### src/rtl/pipe_pkg.sv
// Shared pipeline definitions: stage names, reset PC, inter-stage bus widths
// and the allow-in helper used by the controller.
package pipe_pkg;

  typedef enum logic [2:0] {
    STG_IF  = 3'd0,
    STG_ID  = 3'd1,
    STG_EXE = 3'd2,
    STG_MEM = 3'd3,
    STG_WB  = 3'd4
  } stage_e;

  localparam logic [31:0] STARTADDR   = 32'h00000034;
  localparam int          IF_ID_BUS_W = 64;
  localparam int          JBR_BUS_W   = 33;
  localparam int          EXC_BUS_W   = 33;

  // A stage accepts a new instruction when empty or when its occupant can move on.
  function automatic logic allow_in(input logic valid, input logic over, input logic next_ai);
    return (~valid) | (over & next_ai);
  endfunction

endpackage

### src/rtl/pipe_ctrl_if.sv
// Handshake bundle between the pipeline controller (master) and the stage
// modules (slave): stage-done inputs, valids, latch enables and counters.
interface pipe_ctrl_if #(
  parameter int PERF_W = 32
);
  logic              IF_over, ID_over, EXE_over, MEM_over, WB_over;
  logic              exc_valid;
  logic              IF_valid, next_fetch;
  logic              ID_valid, EXE_valid, MEM_valid, WB_valid;
  logic              IF_ID_en, ID_EXE_en, EXE_MEM_en, MEM_WB_en;
  logic [PERF_W-1:0] cycle_cnt, retire_cnt, stall_cnt, flush_cnt;

  modport master (
    input  IF_over, ID_over, EXE_over, MEM_over, WB_over, exc_valid,
    output IF_valid, next_fetch, ID_valid, EXE_valid, MEM_valid, WB_valid,
    output IF_ID_en, ID_EXE_en, EXE_MEM_en, MEM_WB_en,
    output cycle_cnt, retire_cnt, stall_cnt, flush_cnt
  );

  modport slave (
    output IF_over, ID_over, EXE_over, MEM_over, WB_over, exc_valid,
    input  IF_valid, next_fetch, ID_valid, EXE_valid, MEM_valid, WB_valid,
    input  IF_ID_en, ID_EXE_en, EXE_MEM_en, MEM_WB_en,
    input  cycle_cnt, retire_cnt, stall_cnt, flush_cnt
  );
endinterface

### src/rtl/pipe_stage_valid.sv
// Valid bit of one pipeline stage: loads the feeding stage's latch enable when
// the stage allows in, holds otherwise, and clears on flush.
module pipe_stage_valid (
  input  logic clk,
  input  logic resetn,
  input  logic allow_in,
  input  logic in_en,
  input  logic flush,
  output logic valid
);

  logic valid_d, valid_q;

  // next valid: flush beats advance, advance beats hold
  always_comb begin
    valid_d = valid_q;
    if (flush) begin
      valid_d = 1'b0;
    end else if (allow_in) begin
      valid_d = in_en;
    end else begin
      valid_d = valid_q;
    end
  end

  // valid register with synchronous active-low reset
  always_ff @(posedge clk) begin
    if (!resetn) begin
      valid_q <= 1'b0;
    end else begin
      valid_q <= valid_d;
    end
  end

  assign valid = valid_q;

endmodule

### src/rtl/pipe_ctrl.sv
// Valid/allow-in sequencer for the IF-ID-EXE-MEM-WB pipeline with exception flush.
// Performance counters are built only when PIPE_CTRL_PERF_EN is defined.
module pipe_ctrl
  import pipe_pkg::*;
#(
  parameter int START_DELAY = 1,
  parameter int PERF_W      = 32
) (
  input  logic            clk,
  input  logic            resetn,
  pipe_ctrl_if.master     pif
);

  localparam int SW = $clog2(START_DELAY + 1) + 1;

  logic [SW-1:0] start_cnt_d, start_cnt_q;
  logic          if_valid_d, if_valid_q;
  logic          id_valid_s, exe_valid_s, mem_valid_s, wb_valid_s;
  logic          id_ai_s, exe_ai_s, mem_ai_s, wb_ai_s;
  logic          if_id_en_s, id_exe_en_s, exe_mem_en_s, mem_wb_en_s;
  logic          exc_s;

  assign exc_s = pif.exc_valid;

  // fetch start-up delay after reset release
  always_comb begin
    start_cnt_d = start_cnt_q;
    if_valid_d  = if_valid_q;
    if (start_cnt_q != {SW{1'b0}}) begin
      start_cnt_d = start_cnt_q - SW'(1);
      if (start_cnt_q == SW'(1)) begin
        if_valid_d = 1'b1;
      end else begin
        if_valid_d = if_valid_q;
      end
    end else begin
      start_cnt_d = start_cnt_q;
    end
  end

  // fetch-enable and start counter registers
  always_ff @(posedge clk) begin
    if (!resetn) begin
      start_cnt_q <= SW'(START_DELAY);
      if_valid_q  <= 1'b0;
    end else begin
      start_cnt_q <= start_cnt_d;
      if_valid_q  <= if_valid_d;
    end
  end

  // allow-in chain from WB backwards; a flush suppresses every latch except MEM->WB
  always_comb begin
    wb_ai_s      = allow_in(wb_valid_s,  pif.WB_over,  1'b1);
    mem_ai_s     = allow_in(mem_valid_s, pif.MEM_over, wb_ai_s);
    exe_ai_s     = allow_in(exe_valid_s, pif.EXE_over, mem_ai_s);
    id_ai_s      = allow_in(id_valid_s,  pif.ID_over,  exe_ai_s);
    if_id_en_s   = if_valid_q  & pif.IF_over  & id_ai_s  & ~exc_s;
    id_exe_en_s  = id_valid_s  & pif.ID_over  & exe_ai_s & ~exc_s;
    exe_mem_en_s = exe_valid_s & pif.EXE_over & mem_ai_s & ~exc_s;
    mem_wb_en_s  = mem_valid_s & pif.MEM_over & wb_ai_s;
  end

  pipe_stage_valid u_id_valid (
    .clk(clk), .resetn(resetn), .allow_in(id_ai_s), .in_en(if_id_en_s),
    .flush(exc_s), .valid(id_valid_s)
  );

  pipe_stage_valid u_exe_valid (
    .clk(clk), .resetn(resetn), .allow_in(exe_ai_s), .in_en(id_exe_en_s),
    .flush(exc_s), .valid(exe_valid_s)
  );

  pipe_stage_valid u_mem_valid (
    .clk(clk), .resetn(resetn), .allow_in(mem_ai_s), .in_en(exe_mem_en_s),
    .flush(exc_s), .valid(mem_valid_s)
  );

  // the instruction moving into WB during a flush is kept so it still retires
  pipe_stage_valid u_wb_valid (
    .clk(clk), .resetn(resetn), .allow_in(wb_ai_s), .in_en(mem_wb_en_s),
    .flush(exc_s & ~mem_wb_en_s), .valid(wb_valid_s)
  );

  assign pif.IF_valid   = if_valid_q;
  assign pif.next_fetch = if_id_en_s | exc_s;
  assign pif.ID_valid   = id_valid_s;
  assign pif.EXE_valid  = exe_valid_s;
  assign pif.MEM_valid  = mem_valid_s;
  assign pif.WB_valid   = wb_valid_s;
  assign pif.IF_ID_en   = if_id_en_s;
  assign pif.ID_EXE_en  = id_exe_en_s;
  assign pif.EXE_MEM_en = exe_mem_en_s;
  assign pif.MEM_WB_en  = mem_wb_en_s;

`ifdef PIPE_CTRL_PERF_EN
  logic [PERF_W-1:0] cycle_cnt_d, cycle_cnt_q, retire_cnt_d, retire_cnt_q;
  logic [PERF_W-1:0] stall_cnt_d, stall_cnt_q, flush_cnt_d, flush_cnt_q;

  // event counters, wrapping at their width
  always_comb begin
    cycle_cnt_d  = cycle_cnt_q  + PERF_W'(if_valid_q);
    retire_cnt_d = retire_cnt_q + PERF_W'(wb_valid_s & pif.WB_over);
    stall_cnt_d  = stall_cnt_q  + PERF_W'(if_valid_q & pif.IF_over & ~id_ai_s);
    flush_cnt_d  = flush_cnt_q  + PERF_W'(exc_s);
  end

  // counter registers
  always_ff @(posedge clk) begin
    if (!resetn) begin
      cycle_cnt_q  <= {PERF_W{1'b0}};
      retire_cnt_q <= {PERF_W{1'b0}};
      stall_cnt_q  <= {PERF_W{1'b0}};
      flush_cnt_q  <= {PERF_W{1'b0}};
    end else begin
      cycle_cnt_q  <= cycle_cnt_d;
      retire_cnt_q <= retire_cnt_d;
      stall_cnt_q  <= stall_cnt_d;
      flush_cnt_q  <= flush_cnt_d;
    end
  end

  assign pif.cycle_cnt  = cycle_cnt_q;
  assign pif.retire_cnt = retire_cnt_q;
  assign pif.stall_cnt  = stall_cnt_q;
  assign pif.flush_cnt  = flush_cnt_q;
`else
  assign pif.cycle_cnt  = {PERF_W{1'b0}};
  assign pif.retire_cnt = {PERF_W{1'b0}};
  assign pif.stall_cnt  = {PERF_W{1'b0}};
  assign pif.flush_cnt  = {PERF_W{1'b0}};
`endif

endmodule

### src/flat_wrapper.sv
// flat-port wrapper written by rule: the top's interface ports become plain ports
module pipe_ctrl_flat import pipe_pkg::*;
#(
  parameter int START_DELAY = 1,
  parameter int PERF_W      = 32
)
  (clk, resetn, pif_IF_over, pif_ID_over, pif_EXE_over, pif_MEM_over, pif_WB_over, pif_exc_valid, pif_IF_valid, pif_next_fetch, pif_ID_valid, pif_EXE_valid, pif_MEM_valid, pif_WB_valid, pif_IF_ID_en, pif_ID_EXE_en, pif_EXE_MEM_en, pif_MEM_WB_en, pif_cycle_cnt, pif_retire_cnt, pif_stall_cnt, pif_flush_cnt);
  pipe_ctrl_if #(.PERF_W(PERF_W)) pif_i ();
  input  logic clk;
  input  logic resetn;
  input wire logic [$bits(pif_i.IF_over)-1:0] pif_IF_over;
  input wire logic [$bits(pif_i.ID_over)-1:0] pif_ID_over;
  input wire logic [$bits(pif_i.EXE_over)-1:0] pif_EXE_over;
  input wire logic [$bits(pif_i.MEM_over)-1:0] pif_MEM_over;
  input wire logic [$bits(pif_i.WB_over)-1:0] pif_WB_over;
  input wire logic [$bits(pif_i.exc_valid)-1:0] pif_exc_valid;
  output wire logic [$bits(pif_i.IF_valid)-1:0] pif_IF_valid;
  output wire logic [$bits(pif_i.next_fetch)-1:0] pif_next_fetch;
  output wire logic [$bits(pif_i.ID_valid)-1:0] pif_ID_valid;
  output wire logic [$bits(pif_i.EXE_valid)-1:0] pif_EXE_valid;
  output wire logic [$bits(pif_i.MEM_valid)-1:0] pif_MEM_valid;
  output wire logic [$bits(pif_i.WB_valid)-1:0] pif_WB_valid;
  output wire logic [$bits(pif_i.IF_ID_en)-1:0] pif_IF_ID_en;
  output wire logic [$bits(pif_i.ID_EXE_en)-1:0] pif_ID_EXE_en;
  output wire logic [$bits(pif_i.EXE_MEM_en)-1:0] pif_EXE_MEM_en;
  output wire logic [$bits(pif_i.MEM_WB_en)-1:0] pif_MEM_WB_en;
  output wire logic [$bits(pif_i.cycle_cnt)-1:0] pif_cycle_cnt;
  output wire logic [$bits(pif_i.retire_cnt)-1:0] pif_retire_cnt;
  output wire logic [$bits(pif_i.stall_cnt)-1:0] pif_stall_cnt;
  output wire logic [$bits(pif_i.flush_cnt)-1:0] pif_flush_cnt;
  assign pif_i.IF_over = pif_IF_over;
  assign pif_i.ID_over = pif_ID_over;
  assign pif_i.EXE_over = pif_EXE_over;
  assign pif_i.MEM_over = pif_MEM_over;
  assign pif_i.WB_over = pif_WB_over;
  assign pif_i.exc_valid = pif_exc_valid;
  assign pif_IF_valid = pif_i.IF_valid;
  assign pif_next_fetch = pif_i.next_fetch;
  assign pif_ID_valid = pif_i.ID_valid;
  assign pif_EXE_valid = pif_i.EXE_valid;
  assign pif_MEM_valid = pif_i.MEM_valid;
  assign pif_WB_valid = pif_i.WB_valid;
  assign pif_IF_ID_en = pif_i.IF_ID_en;
  assign pif_ID_EXE_en = pif_i.ID_EXE_en;
  assign pif_EXE_MEM_en = pif_i.EXE_MEM_en;
  assign pif_MEM_WB_en = pif_i.MEM_WB_en;
  assign pif_cycle_cnt = pif_i.cycle_cnt;
  assign pif_retire_cnt = pif_i.retire_cnt;
  assign pif_stall_cnt = pif_i.stall_cnt;
  assign pif_flush_cnt = pif_i.flush_cnt;
  pipe_ctrl #(.START_DELAY(START_DELAY), .PERF_W(PERF_W)) u_core (.clk(clk), .resetn(resetn), .pif(pif_i));
endmodule
### config.mk
export PLATFORM = sky130hd
export DESIGN_NAME = pipe_ctrl_flat
export DESIGN_NICKNAME = d
export VERILOG_FILES = /design/src/rtl/pipe_pkg.sv /design/src/rtl/pipe_ctrl_if.sv /design/src/rtl/pipe_stage_valid.sv /design/src/rtl/pipe_ctrl.sv /design/src/flat_wrapper.sv
export SDC_FILE = /design/constraint.sdc
export NUM_CORES = 1
export LEC_CHECK = 0
export ABC_AREA = 1
export BUFFER_PORTS_ARGS = -buffer_cell sky130_fd_sc_hd__buf_2
export CAP_MARGIN = 20
export CORE_MARGIN = 4
export CORE_UTILIZATION = 35
export CTS_BUF_LIST = sky130_fd_sc_hd__clkbuf_8
export CTS_CLUSTER_SIZE = 24
export DETAILED_ROUTE_END_ITERATION = 16
export GPL_ROUTABILITY_DRIVEN = 0
export HOLD_SLACK_MARGIN = 0.1
export PLACE_DENSITY = 0.81
export SETUP_SLACK_MARGIN = 0.15
export SYNTH_ARGS = -nofsm -noshare
export SYNTH_HDL_FRONTEND = slang
export SYNTH_HIERARCHICAL = 1
export SYNTH_SLANG_ARGS = --single-unit
### constraint.sdc
create_clock -name clk -period 3.1 [get_ports clk]
set_input_delay 0.465 -clock clk [delete_from_list [all_inputs] [get_ports clk]]
set_output_delay 0.465 -clock clk [all_outputs]
set_load 0.01 [all_outputs]
* Yosys cells after proc, flatten, opt, wreduce, memory -nomap -nowiden
Index checks and enable logic that the tools add are counted.
Storage, ports and cells: register bits 7, input bits 8, output and inout bits 138, logic and storage cells 39
Operators by class: $add $sub $neg 1, equality and inequality tests 1, bitwise operators 27, reduce and logical (&&, ||, !) cells 4
Operator list (count):
- AND 1 bit | 15
- NOT 1 bit | 7
- OR 1 bit | 5
- OR reduction 2 bit | 2
- == test 2 x 1 -> 1 bit (second input constant) | 1
- AND reduction 2 bit | 1
- nonzero test 2 bit | 1
- subtractor 2 x 1 -> 2 bit (second input constant) | 1

* Depth between registers and ports, before layout
Gate-level depths: netlist (run 1).
depth in word-level cells 11, depth in mapped cells 12

* Modules after synthesis
Netlist (run 1), hierarchy kept.
By module, submodules not included:
- pipe_ctrl | instances 1, cells an instance 164, area each 1192.4 µm², sequential area each 60.1 µm²
- pipe_stage_valid | instances 4, cells an instance 7, area each 47.5 µm², sequential area each 20.0 µm²

* Worst setup path before layout (run 1)
No wires, ideal clock.
path type input to output, start point input pif_WB_over, end point output pif_IF_ID_en, arrival time 1120 ps, required time 2635 ps, slack 1515 ps, stages on the path 10, path buffers 0, cell sequence inv_1 > nand2_2 > nand2_2 > nand2_2 > nand2_2 > nand2_2 > nand2_2 > nand2_2 > nand2_2 > nor2_2
Between the ends: word-level cells in the longest chain between the ends 9
RTL lines:
- start: declaration | line flat_wrapper.sv:15 | input wire logic [$bits(pif_i.WB_over)-1:0] pif_WB_over;
- OR 1 bit | line pipe_pkg.sv:20 | return (~valid) | (over & next_ai);
- named net u_core.wb_ai_s | line pipe_ctrl.sv:19 | logic id_ai_s, exe_ai_s, mem_ai_s, wb_ai_s;
- AND 1 bit | line pipe_pkg.sv:20
- OR 1 bit | line pipe_pkg.sv:20
- named net u_core.mem_ai_s | line pipe_ctrl.sv:19
- AND 1 bit | line pipe_pkg.sv:20
- OR 1 bit | line pipe_pkg.sv:20
- named net u_core.exe_ai_s | line pipe_ctrl.sv:19
- AND 1 bit | line pipe_pkg.sv:20
- OR 1 bit | line pipe_pkg.sv:20
- named net u_core.id_ai_s | line pipe_ctrl.sv:19
- AND 1 bit (2 in series) | line pipe_ctrl.sv:58 | if_id_en_s = if_valid_q & pif.IF_over & id_ai_s & ~exc_s;
- end: declaration | line flat_wrapper.sv:23 | output wire logic [$bits(pif_i.IF_ID_en)-1:0] pif_IF_ID_en;
The timed path passes the listed nets, and every way through them passes these cells.

* Worst setup path after layout (run 1)
Ends and elaborated chain as after synthesis.

==> results of run 1 <==
## kinds of logic after synthesis
family / synth area share [%]
AND/OR/NAND/NOR: 10.4
adder cells (fa/ha/maj): 1.81
AO/OA/AOI/OAI: 3.80
buffers and inverters: 73.6
flip-flops: 10.1
other: 0.271
## final cells by class
cell class | instances | area (µm²)
fill | 444 | 2660
clock buffer | 3 | 41.3
timing repair buffer | 17 | 85.1
sequential | 7 | 140
multi-input combinational | 169 | 702
tap | 48 | 60.1
inverter | 15 | 56.3
clock inverter | 1 | 3.75
## registers in the layout, summed over array words and instances, names as in the netlist
| name | flops |
|---|---|
| u_core/pif.IF_valid | 1 |
| u_core/start_cnt_q | 2 |
| u_core/u_exe_valid/valid | 1 |
| u_core/u_id_valid/valid | 1 |
| u_core/u_mem_valid/valid | 1 |
| u_core/u_wb_valid/valid | 1 |
## placed cells by master, fill, tap and decap left out
cell type / Yosys / final
nor2_2: 1 / 1
inv_1: 15 / 16
dfxtp_1: 7 / 7
a21oi_1: 1 / 1
a21oi_2: 4 / 4
nand3_1: 1 / 1
conb_1: 1 / 128
o21a_1: 1 / 1
ha_1: 2 / 2
clkbuf_8: 0 / 3
o21ai_0: 1 / 1
buf_2: 0 / 17
nand2_2: 8 / 8
nand2_1: 18 / 18
nor2_1: 4 / 4
## metrics by stage
stage               hold slack, ns  area, µm²  setup WS, ns
floorplan                    0.465       1860          1.51
global placement             0.473       1040          1.31
detailed placement           0.487       1040          1.27
CTS                          0.487       1090          1.26
global route                 0.499       1090          1.15
finish                       0.487       1090          1.26
## path summary, 6_finish.rpt
kind / end / start / slack (ns) / depth (start not counted)
hold reg to reg: u_core/u_wb_valid/valid$_SDFFE_PP0P_ / u_core/u_wb_valid/valid$_SDFFE_PP0P_ / 0.49 / 2
setup / recovery: pif_IF_ID_en / pif_WB_over / 1.26 / 12
setup reg to reg: u_core/u_id_valid/valid$_SDFFE_PP0P_ / u_core/u_wb_valid/valid$_SDFFE_PP0P_ / 1.85 / 11
hold / removal: u_core/u_wb_valid/valid$_SDFFE_PP0P_ / u_core/u_wb_valid/valid$_SDFFE_PP0P_ / 0.49 / 2
## metal layers
| metal | vias to the layer above | track usage [%] |
|---|---|---|
| met1 | 311 | 4.83 |
| met3 | 2 | 2.13 |
| li1 | 354 | - |
| met5 | - | 0 |
| met2 | 72 | 10.8 |
| met4 | 0 | 3.13 |
## worst max-delay path: stages
cell     delay [ns]
buf_2          0.08
inv_1          0.04
nand2_2        0.07
nand2_2        0.06
nand2_2        0.08
nand2_2        0.06
nand2_2        0.08
nand2_2        0.06
nand2_2        0.08
nand2_2        0.06
nor2_2         0.10
buf_2          0.14
## power groups by stage
stage | logic, µW | clock network (µW) | registers, µW
floorplan | 231 | 0 | 115
global placement | 129 | 0 | 113
detailed placement | 133 | 0 | 115
CTS | 134 | 131 | 113
global route | 157 | 136 | 114
finish | 139 | 127 | 113
==> flow_metrics.tcl, run 1 <==
set metrics [dict create \
    coreArea_um2 3740 \
    syn_area_um2 1380 \
    drt-total-wl_mm 1.87 \
    totalPowerFinal_uw 378 \
    htree_levels 1 \
    syn2layout_area_growth_pct -21.3 \
    diodes 0 \
    crit_fanout 3 \
    cts.sinks 7 \
    ys_seq_area_share_pct 10.1 \
    start_util_pct 36.9 \
    met1Wirelength_um 481 \
    endpoint_kind "output port" \
    seqPwrFrac_pct 29.8 \
    die_x_um 70.9 \
    post_drt_wl_per_cell_um 7.20 \
    power_density_nw_per_um2 347 \
    drc 0 \
    period_minus_slack_ns 1.84 \
    ys_types 14 \
    combPwrFrac_pct 36.7 \
    synthFlopType "dfxtp_1" \
    hold_violations 0 \
    grt_pass1_vias 487 \
    grt_max_degree 8 \
    die_h_um 70.9 \
    worst_setup_path_start_kind "input port" \
    dp.cells 256 \
    peakVddDrop_v 0.000352 \
    synth_seq_cells 7 \
    drive_gt1_share_pct 15.6 \
    firstDrtPassIters 2 \
    leakage_uw 0.000744 \
    worstSkewPairLatency_ns 0.23 \
    antenna_found_initial 0 \
    hold_class "reg -> reg" \
    numCtsBuffers 3 \
    yosysTopAreaCellShare_pct 69.5 \
    slew_violations 0 \
    avgSynthCellArea_um2 7.20 \
    cts.clk_slew.worst_paths_ns 0.04 \
    maxCapViolations 0 \
    wl_met3_um 353 \
    final_nets 223 \
    crit_required_ns 2.63 \
    postSynthCellCount 192 \
    instances_no_fill 260 \
    setup_viol 0 \
    p_clk_share_pct 33.5 \
    fmax_mhz 543 \
    arrival_ns 1.38 \
    cts_tree "yes" \
    yosysTopAreaCell "buf_4" \
    vias_per_cell 2.84 \
    path_class "in -> out" \
    synthArstFlopShare_pct 0 \
    rsz0062_at_grt "no" \
    wl_met2_mm 1.02 \
    postCtsSetupBuffers 0 \
    skew_ns 0.000293 \
    cts.repair.resized 0 \
    synth.area.top_cells "buf_4 (70%), dfxtp_1 (10%), nand2_1 (4.9%)" \
    final.setup.tns_ns 0 \
    ant_nets 0 \
    p_sw_share_pct 42.4 \
    grt_first_pass_wirelength_mm 2.24 \
    root_buffer "clkbuf_8" \
    synth-edff-count 0 \
    yosysMostFrequentCell "buf_4" \
    rows 22 \
    switchingPower_uw 160 \
    track_usage_pct 5.59 \
    fp.dieArea_um2 5020 \
    gr-total-overflow 0 \
    fin_crit_sh_pct 59.4 \
    cts_hold_buf 0 \
    synth_common_cells "buf_4 (128), nand2_1 (18), inv_1 (15)" \
    io_buffers 17 \
    status "complete, no violations" \
    top_layer_used "met4" \
    yosys_warnings 6 \
    via_count 739 \
    hpwlAfterDp_mm 1.75 \
    clock_path_buffers 2 \
    p_int_uw 218 \
    fin_util_pct 29.1 \
    io_pins 146 \
    dr.first_iter.drc_count 11 \
]
No activity file was read; power rests on OpenSTA's default activity.
==> run 2, diff against run 1 <==
--- a/config.mk
+++ b/config.mk
@@ -9,13 +9,13 @@
 export BUFFER_PORTS_ARGS = -buffer_cell sky130_fd_sc_hd__buf_2
 export CAP_MARGIN = 20
 export CORE_MARGIN = 4
-export CORE_UTILIZATION = 35
+export CORE_UTILIZATION = 33
 export CTS_BUF_LIST = sky130_fd_sc_hd__clkbuf_8
 export CTS_CLUSTER_SIZE = 24
 export DETAILED_ROUTE_END_ITERATION = 16
 export GPL_ROUTABILITY_DRIVEN = 0
 export HOLD_SLACK_MARGIN = 0.1
-export PLACE_DENSITY = 0.81
+export PLACE_DENSITY = 0.8
 export SETUP_SLACK_MARGIN = 0.15
 export SYNTH_ARGS = -nofsm -noshare
 export SYNTH_HDL_FRONTEND = slang
==> constraint.sdc (replaced) <==
create_clock -name clk -period 1.6 [get_ports clk]
set_input_delay 0.24 -clock clk [delete_from_list [all_inputs] [get_ports clk]]
set_output_delay 0.24 -clock clk [all_outputs]
set_load 0.01 [all_outputs]
==> flow_metrics.tcl, run 2 (same netlist as run 1, synthesis figures left out) <==
set metrics [dict create \
    switchingPower_uw 309 \
    antenna_found_initial 0 \
    arrival_ns 1.31 \
    p_int_uw 424 \
    post_drt_wl_per_cell_um 7.40 \
    fp.dieArea_um2 5290 \
    skew_ns 0.000635 \
    worst-r2r-setup-slack_ns 0.29 \
    gr-total-overflow 0 \
    seqPwrFrac_pct 29.7 \
    power_density_nw_per_um2 645 \
    clock_path_buffers 2 \
    crit_fanout 3 \
    p_sw_share_pct 42.2 \
    rows 23 \
    cts_tree "yes" \
    whs_endpoint "u_core/start_cnt_q[0]$_SDFFE_PN1P_" \
    status "complete, no violations" \
    nFillCells 469 \
    peakVddDrop_v 0.000373 \
    worstSkewPairLatency_ns 0.23 \
    combPwrFrac_pct 36.9 \
    fin_crit_sh_pct 96.7 \
    coreArea_um2 4030 \
    hold_violations 0 \
    final_nets 229 \
    grt_pass1_vias 466 \
    cts.sinks 7 \
    r2r-start "u_core/u_wb_valid/valid$_SDFFE_PP0P_" \
    numCtsBuffers 3 \
    drt-total-wl_mm 1.98 \
    io_buffers 17 \
    grt_first_pass_wirelength_mm 2.15 \
    track_usage_pct 5.51 \
    die_x_um 72.7 \
    slew_violations 0 \
    firstDrtPassIters 4 \
    die_h_um 72.7 \
    htree_levels 1 \
    root_buffer "clkbuf_8" \
    timing.final.ws_setup_ns 0.0522 \
    hold_class "in -> reg" \
    path_class "reg -> out" \
    start_util_pct 34.3 \
    dr.first_iter.drc_count 10 \
    setup_viol 0 \
    maxCapViolations 0 \
    leakage_uw 0.000769 \
    vias_per_cell 2.81 \
    syn2layout_area_growth_pct -17.7 \
    period_minus_slack_ns 1.55 \
    timing.rr.end "u_core/u_id_valid/valid$_SDFFE_PP0P_" \
    worst_setup_path_start_kind "flip-flop" \
    whs_ns 0.268 \
    crit_required_ns 1.36 \
    hpwlAfterDp_mm 1.77 \
    p_clk_share_pct 33.4 \
    final_cell_mix "conb_1 (128), nand2_1 (18), buf_2 (17)" \
    via_count 754 \
    largest_reg_flops 2 \
    diodes 0 \
    hold_start "resetn" \
    fmax_mhz 646 \
    grt_max_degree 8 \
    final_common_cell "conb_1" \
    drive_gt1_share_pct 18.3 \
    io_pins 146 \
    endpoint_kind "output port" \
    pre_cts_ws_ns 0.215 \
    ant_nets 0 \
    cts.clk_slew.worst_paths_ns 0.04 \
    reg2reg_depth 12 \
    top_register "u_core/start_cnt_q" \
    min_path_cells 2 \
    rsz0062_at_grt "yes" \
    drc 0 \
]
## run 2: cell types whose count changed in the layout (fill, tap and decap cells not counted)
cell,before,now
buf_4,0,6
dfxtp_2,0,1
dfxtp_1,7,6
## run 2: cell type report
type                       count  area [µm²]  area share, %
timing repair buffer          23         130           11.4
sequential                     7         141           12.4
tap                           50        62.6           5.50
inverter                      15        56.3           4.95
multi-input combinational    169         702           61.7
clock buffer                   3        41.3           3.63
clock inverter                 1        3.75          0.330
## run 2: per-layer routing
metal / GRT usage (%) / vias to the layer above / routed length, µm
met2: 8.32 / 76 / 1010
met5: 0 / - / 0
met3: 3.72 / 2 / 391
li1: - / 369 / -
met4: 1.23 / 0 / 10
met1: 6.46 / 307 / 570
## run 2: worst max-delay path, stage by stage (launching register included)
cell	delay, ns
dfxtp_2	0.32
nand2_2	0.07
nand2_2	0.06
nand2_2	0.08
nand2_2	0.06
nand2_2	0.08
nand2_2	0.06
nand2_2	0.07
nand2_2	0.06
nor2_2	0.09
buf_2	0.14
## run 2: power by group through the flow
| stage | sequential (µW) | combinational (µW) | clock (µW) |
|---|---|---|---|
| after floorplan | 222 | 447 | 0 |
| after global placement | 220 | 252 | 0 |
| after detailed placement | 221 | 259 | 0 |
| after CTS | 219 | 260 | 259 |
| after global routing | 223 | 308 | 270 |
| final | 218 | 270 | 245 |
## run 2: through the flow
stage | power, µW | area (µm²) | setup TNS, ns | cells | utilization (%)
after floorplan | 669 | 1860 | 0 | 319 | -
after global placement | 471 | 1050 | 0 | 258 | 26.0
after detailed placement | 480 | 1050 | 0 | 258 | 26.0
after CTS | 738 | 1110 | 0 | 265 | 27.7
after global routing | 801 | 1140 | -0.0741 | 268 | 28.2
final | 733 | 1140 | 0 | 268 | 28.2
## run 2: worst max-delay path by stage
stage	depth (start not counted)	startpoint	slack [ns]	end
final	10	u_core/u_wb_valid/valid$_SDFFE_PP0P_	0.05	pif_IF_ID_en
after global routing	10	u_core/u_wb_valid/valid$_SDFFE_PP0P_	-0.05	pif_IF_ID_en
after CTS	10	u_core/u_wb_valid/valid$_SDFFE_PP0P_	0.06	pif_IF_ID_en
after detailed placement	12	pif_WB_over	0.22	pif_next_fetch
after global placement	12	pif_WB_over	0.22	pif_next_fetch
after floorplan	11	u_core/u_wb_valid/valid$_SDFFE_PP0P_	0.34	u_core/u_id_valid/valid$_SDFFE_PP0P_
## run 2: what timing repair did
action | 4_1_cts | 5_1_grt
gates cloned | 0 | 0
setup endpoints to repair | 3 | 3
gates resized for setup | 1 | 0
pin swaps | 1 | 0
setup buffers | 3 | 3
hold buffers | 0 | 0
==> run 3, diff against run 2 <==
--- a/config.mk
+++ b/config.mk
@@ -9,15 +9,15 @@
 export BUFFER_PORTS_ARGS = -buffer_cell sky130_fd_sc_hd__buf_2
 export CAP_MARGIN = 20
 export CORE_MARGIN = 4
-export CORE_UTILIZATION = 33
+export CORE_UTILIZATION = 32
 export CTS_BUF_LIST = sky130_fd_sc_hd__clkbuf_8
 export CTS_CLUSTER_SIZE = 24
 export DETAILED_ROUTE_END_ITERATION = 16
 export GPL_ROUTABILITY_DRIVEN = 0
 export HOLD_SLACK_MARGIN = 0.1
-export PLACE_DENSITY = 0.8
+export PLACE_DENSITY = 0.79
 export SETUP_SLACK_MARGIN = 0.15
+export SLEW_MARGIN = 0
 export SYNTH_ARGS = -nofsm -noshare
 export SYNTH_HDL_FRONTEND = slang
-export SYNTH_HIERARCHICAL = 1
 export SYNTH_SLANG_ARGS = --single-unit
==> flow_metrics.tcl, run 3 <==
set metrics [dict create \
    status "complete, no violations" \
    syn_area_um2 1300 \
    yosysTopAreaCellShare_pct 73.8 \
    syn2layout_area_growth_pct -19.8 \
    diodes 0 \
    drive_gt1_share_pct 17.8 \
    skew_ns 0.00200 \
    rsz0062_at_grt "yes" \
    root_buffer "clkbuf_8" \
    worst-r2r-setup-slack_ns 0.58 \
    postSynthCellCount 173 \
    endpoint_kind "output port" \
    gr-total-overflow 0 \
    min_path_cells 3 \
    yosys_warnings 0 \
    drt-total-wl_mm 1.97 \
    numCtsBuffers 3 \
    worstSkewPairLatency_ns 0.22 \
    firstDrtPassIters 4 \
    yosysMostFrequentCell "buf_4" \
    final_cell_mix "conb_1 (128), buf_2 (17), inv_1 (8), nand2_2 (8), dfxtp_1 (6)" \
    rows 22 \
    top_register "u_core.start_cnt_q" \
    seqPwrFrac_pct 30.0 \
    largest_reg_flops 2 \
    placed_area_um2 963 \
    power_density_nw_per_um2 688 \
    io_pins 146 \
    clock_path_buffers 2 \
    die_x_um 71.8 \
    timing.final.ws_setup_ns 0.149 \
    fmax_mhz 689 \
    fin_crit_sh_pct 90.7 \
    seq_area_um2 141 \
    post_drt_wl_per_cell_um 8.06 \
    crit_fanout 3 \
    worst_setup_path_start_kind "flip-flop" \
    grt_max_degree 5 \
    p_int_uw 416 \
    r2r-start "u_core.u_wb_valid.valid$_SDFFE_PP0N_" \
    timing.rr.end "u_core.u_id_valid.valid$_SDFFE_PP0P_" \
    via_count 685 \
    final_common_cell "conb_1" \
    coreArea_um2 3800 \
    switchingPower_uw 303 \
    nFillCells 455 \
    p_sw_share_pct 42.2 \
    htree_levels 1 \
    grt_pass1_vias 521 \
    synth.area.top_cells "buf_4 (74%), dfxtp_1 (11%), nand2_2 (3.8%)" \
    setup_viol 0 \
    timing.critical_path.from "u_core.u_wb_valid.valid$_SDFFE_PP0N_" \
    synth_seq_cells 7 \
    pre_cts_ws_ns 0.259 \
    synthArstFlopShare_pct 0 \
    maxCapViolations 0 \
    cts_tree "yes" \
    hpwlAfterDp_mm 1.79 \
    start_util_pct 34.3 \
    fp.dieArea_um2 5160 \
    drc 0 \
    cts.sinks 7 \
    final_cell_area_um2 1040 \
    track_usage_pct 6.07 \
    synth-edff-count 0 \
    peakVddDrop_v 0.000338 \
    vias_per_cell 2.80 \
    dr.first_iter.drc_count 7 \
    avgSynthCellArea_um2 7.53 \
    hold_violations 0 \
    path_class "reg -> out" \
    die_h_um 71.8 \
    combPwrFrac_pct 36.0 \
    antenna_found_initial 0 \
    final_nets 208 \
    cts_hold_buf 0 \
    ant_nets 0 \
    yosysTopAreaCell "buf_4" \
    grt_first_pass_wirelength_mm 2.36 \
    ys_types 14 \
    final.setup.tns_ns 0 \
    synth_common_cells "buf_4 (128), nand2_2 (8), dfxtp_1 (7), inv_1 (7)" \
    reg2reg_depth 9 \
    ys_seq_area_share_pct 10.8 \
    multiInputGateArea_um2 657 \
    cts.clk_slew.worst_paths_ns 0.04 \
    arrival_ns 1.21 \
    crit_end "pif_IF_ID_en" \
    period_minus_slack_ns 1.45 \
    crit_required_ns 1.36 \
    p_clk_share_pct 34.0 \
    slew_violations 0 \
    leakage_uw 0.000702 \
    hold_class "in -> reg" \
    io_buffers 17 \
    synthFlopType "dfxtp_1" \
]
run 3: changes by cell type after synthesis, sizes merged:
cell,change
nand2,-13
inv,-8
o22ai,+1
nor3b,+2
o21a,-1
run 3: critical path, stage by stage, from the launching register on:
cell	delay [ns]
dfxtp_2	0.31
nand2_2	0.06
nand2_2	0.05
nand2_2	0.07
nand2_2	0.05
nand2_2	0.08
nand2_2	0.05
nand2_2	0.07
nand2_2	0.06
nor2_2	0.06
buf_2	0.14
run 3: per-stage QoR:
step	utilization, %	std cells	total power, µW	hold WS [ns]
after floorplan	-	300	657	0.403
after global placement	25.4	237	460	0.468
after detailed placement	25.4	237	466	0.482
after CTS	27.3	244	715	0.305
after global routing	27.5	245	779	0.314
final	27.5	245	719	0.304
run 3: layout make-up:
cell class / instances / area share (%)
repair buffers: 21 / 11.0
clock buffers: 3 / 3.95
multi-input cells: 158 / 62.9
flip-flops and latches: 7 / 13.5
inverters: 7 / 2.51
clock inverters: 1 / 0.359
well taps: 48 / 5.75
run 3: worst min path at each step:
stage,from,end,slack (ns)
3_3_place_gp,u_core.start_cnt_q[1]$_SDFFE_PN0P_,u_core.start_cnt_q[1]$_SDFFE_PN0P_,0.47
5_1_grt,resetn,u_core.start_cnt_q[1]$_SDFFE_PN0P_,0.31
6_report,pif_IF_over,u_core.u_id_valid.valid$_SDFFE_PP0P_,0.30
4_1_cts,pif_IF_over,u_core.u_id_valid.valid$_SDFFE_PP0P_,0.30
3_5_place_dp,u_core.start_cnt_q[1]$_SDFFE_PN0P_,u_core.start_cnt_q[1]$_SDFFE_PN0P_,0.48
2_1_floorplan,resetn,u_core.start_cnt_q[1]$_SDFFE_PN0P_,0.40
run 3: kinds of logic after synthesis:
kind of cell | count (synthesis) | share of synthesized area (%)
AO/OA/AOI/OAI | 7 | 2.79
adder cells (fa/ha/maj) | 2 | 1.92
buffers and inverters | 135 | 75.8
flip-flops | 7 | 10.8
other | 1 | 0.288
AND/OR/NAND/NOR | 21 | 8.45
run 3: what timing repair did:
item,in CTS,in global routing
pin swaps,1,0
gates resized for setup,2,0
buffers inserted,3,1
gates cloned,0,0
endpoints found under the setup margin,3,4
run 3: power by group through the flow:
stage / Clock [µW] / Sequential, µW / Combinational [µW]
4_1_cts: 249 / 216 / 250
5_1_grt: 266 / 220 / 293
2_1_floorplan: 0 / 219 / 438
3_5_place_dp: 0 / 218 / 248
3_3_place_gp: 0 / 216 / 244
6_report: 244 / 216 / 259
run 3: routing by layer:
layer  vias to the layer above  global-route usage [%]  part of all wire (%)
li1                        315                       -                     -
met1                       283                    5.56                    24
met2                        85                    11.1                    53
met3                         2                    4.49                    23
met4                         0                   0.626                  0.41
met5                         -                       0                     0
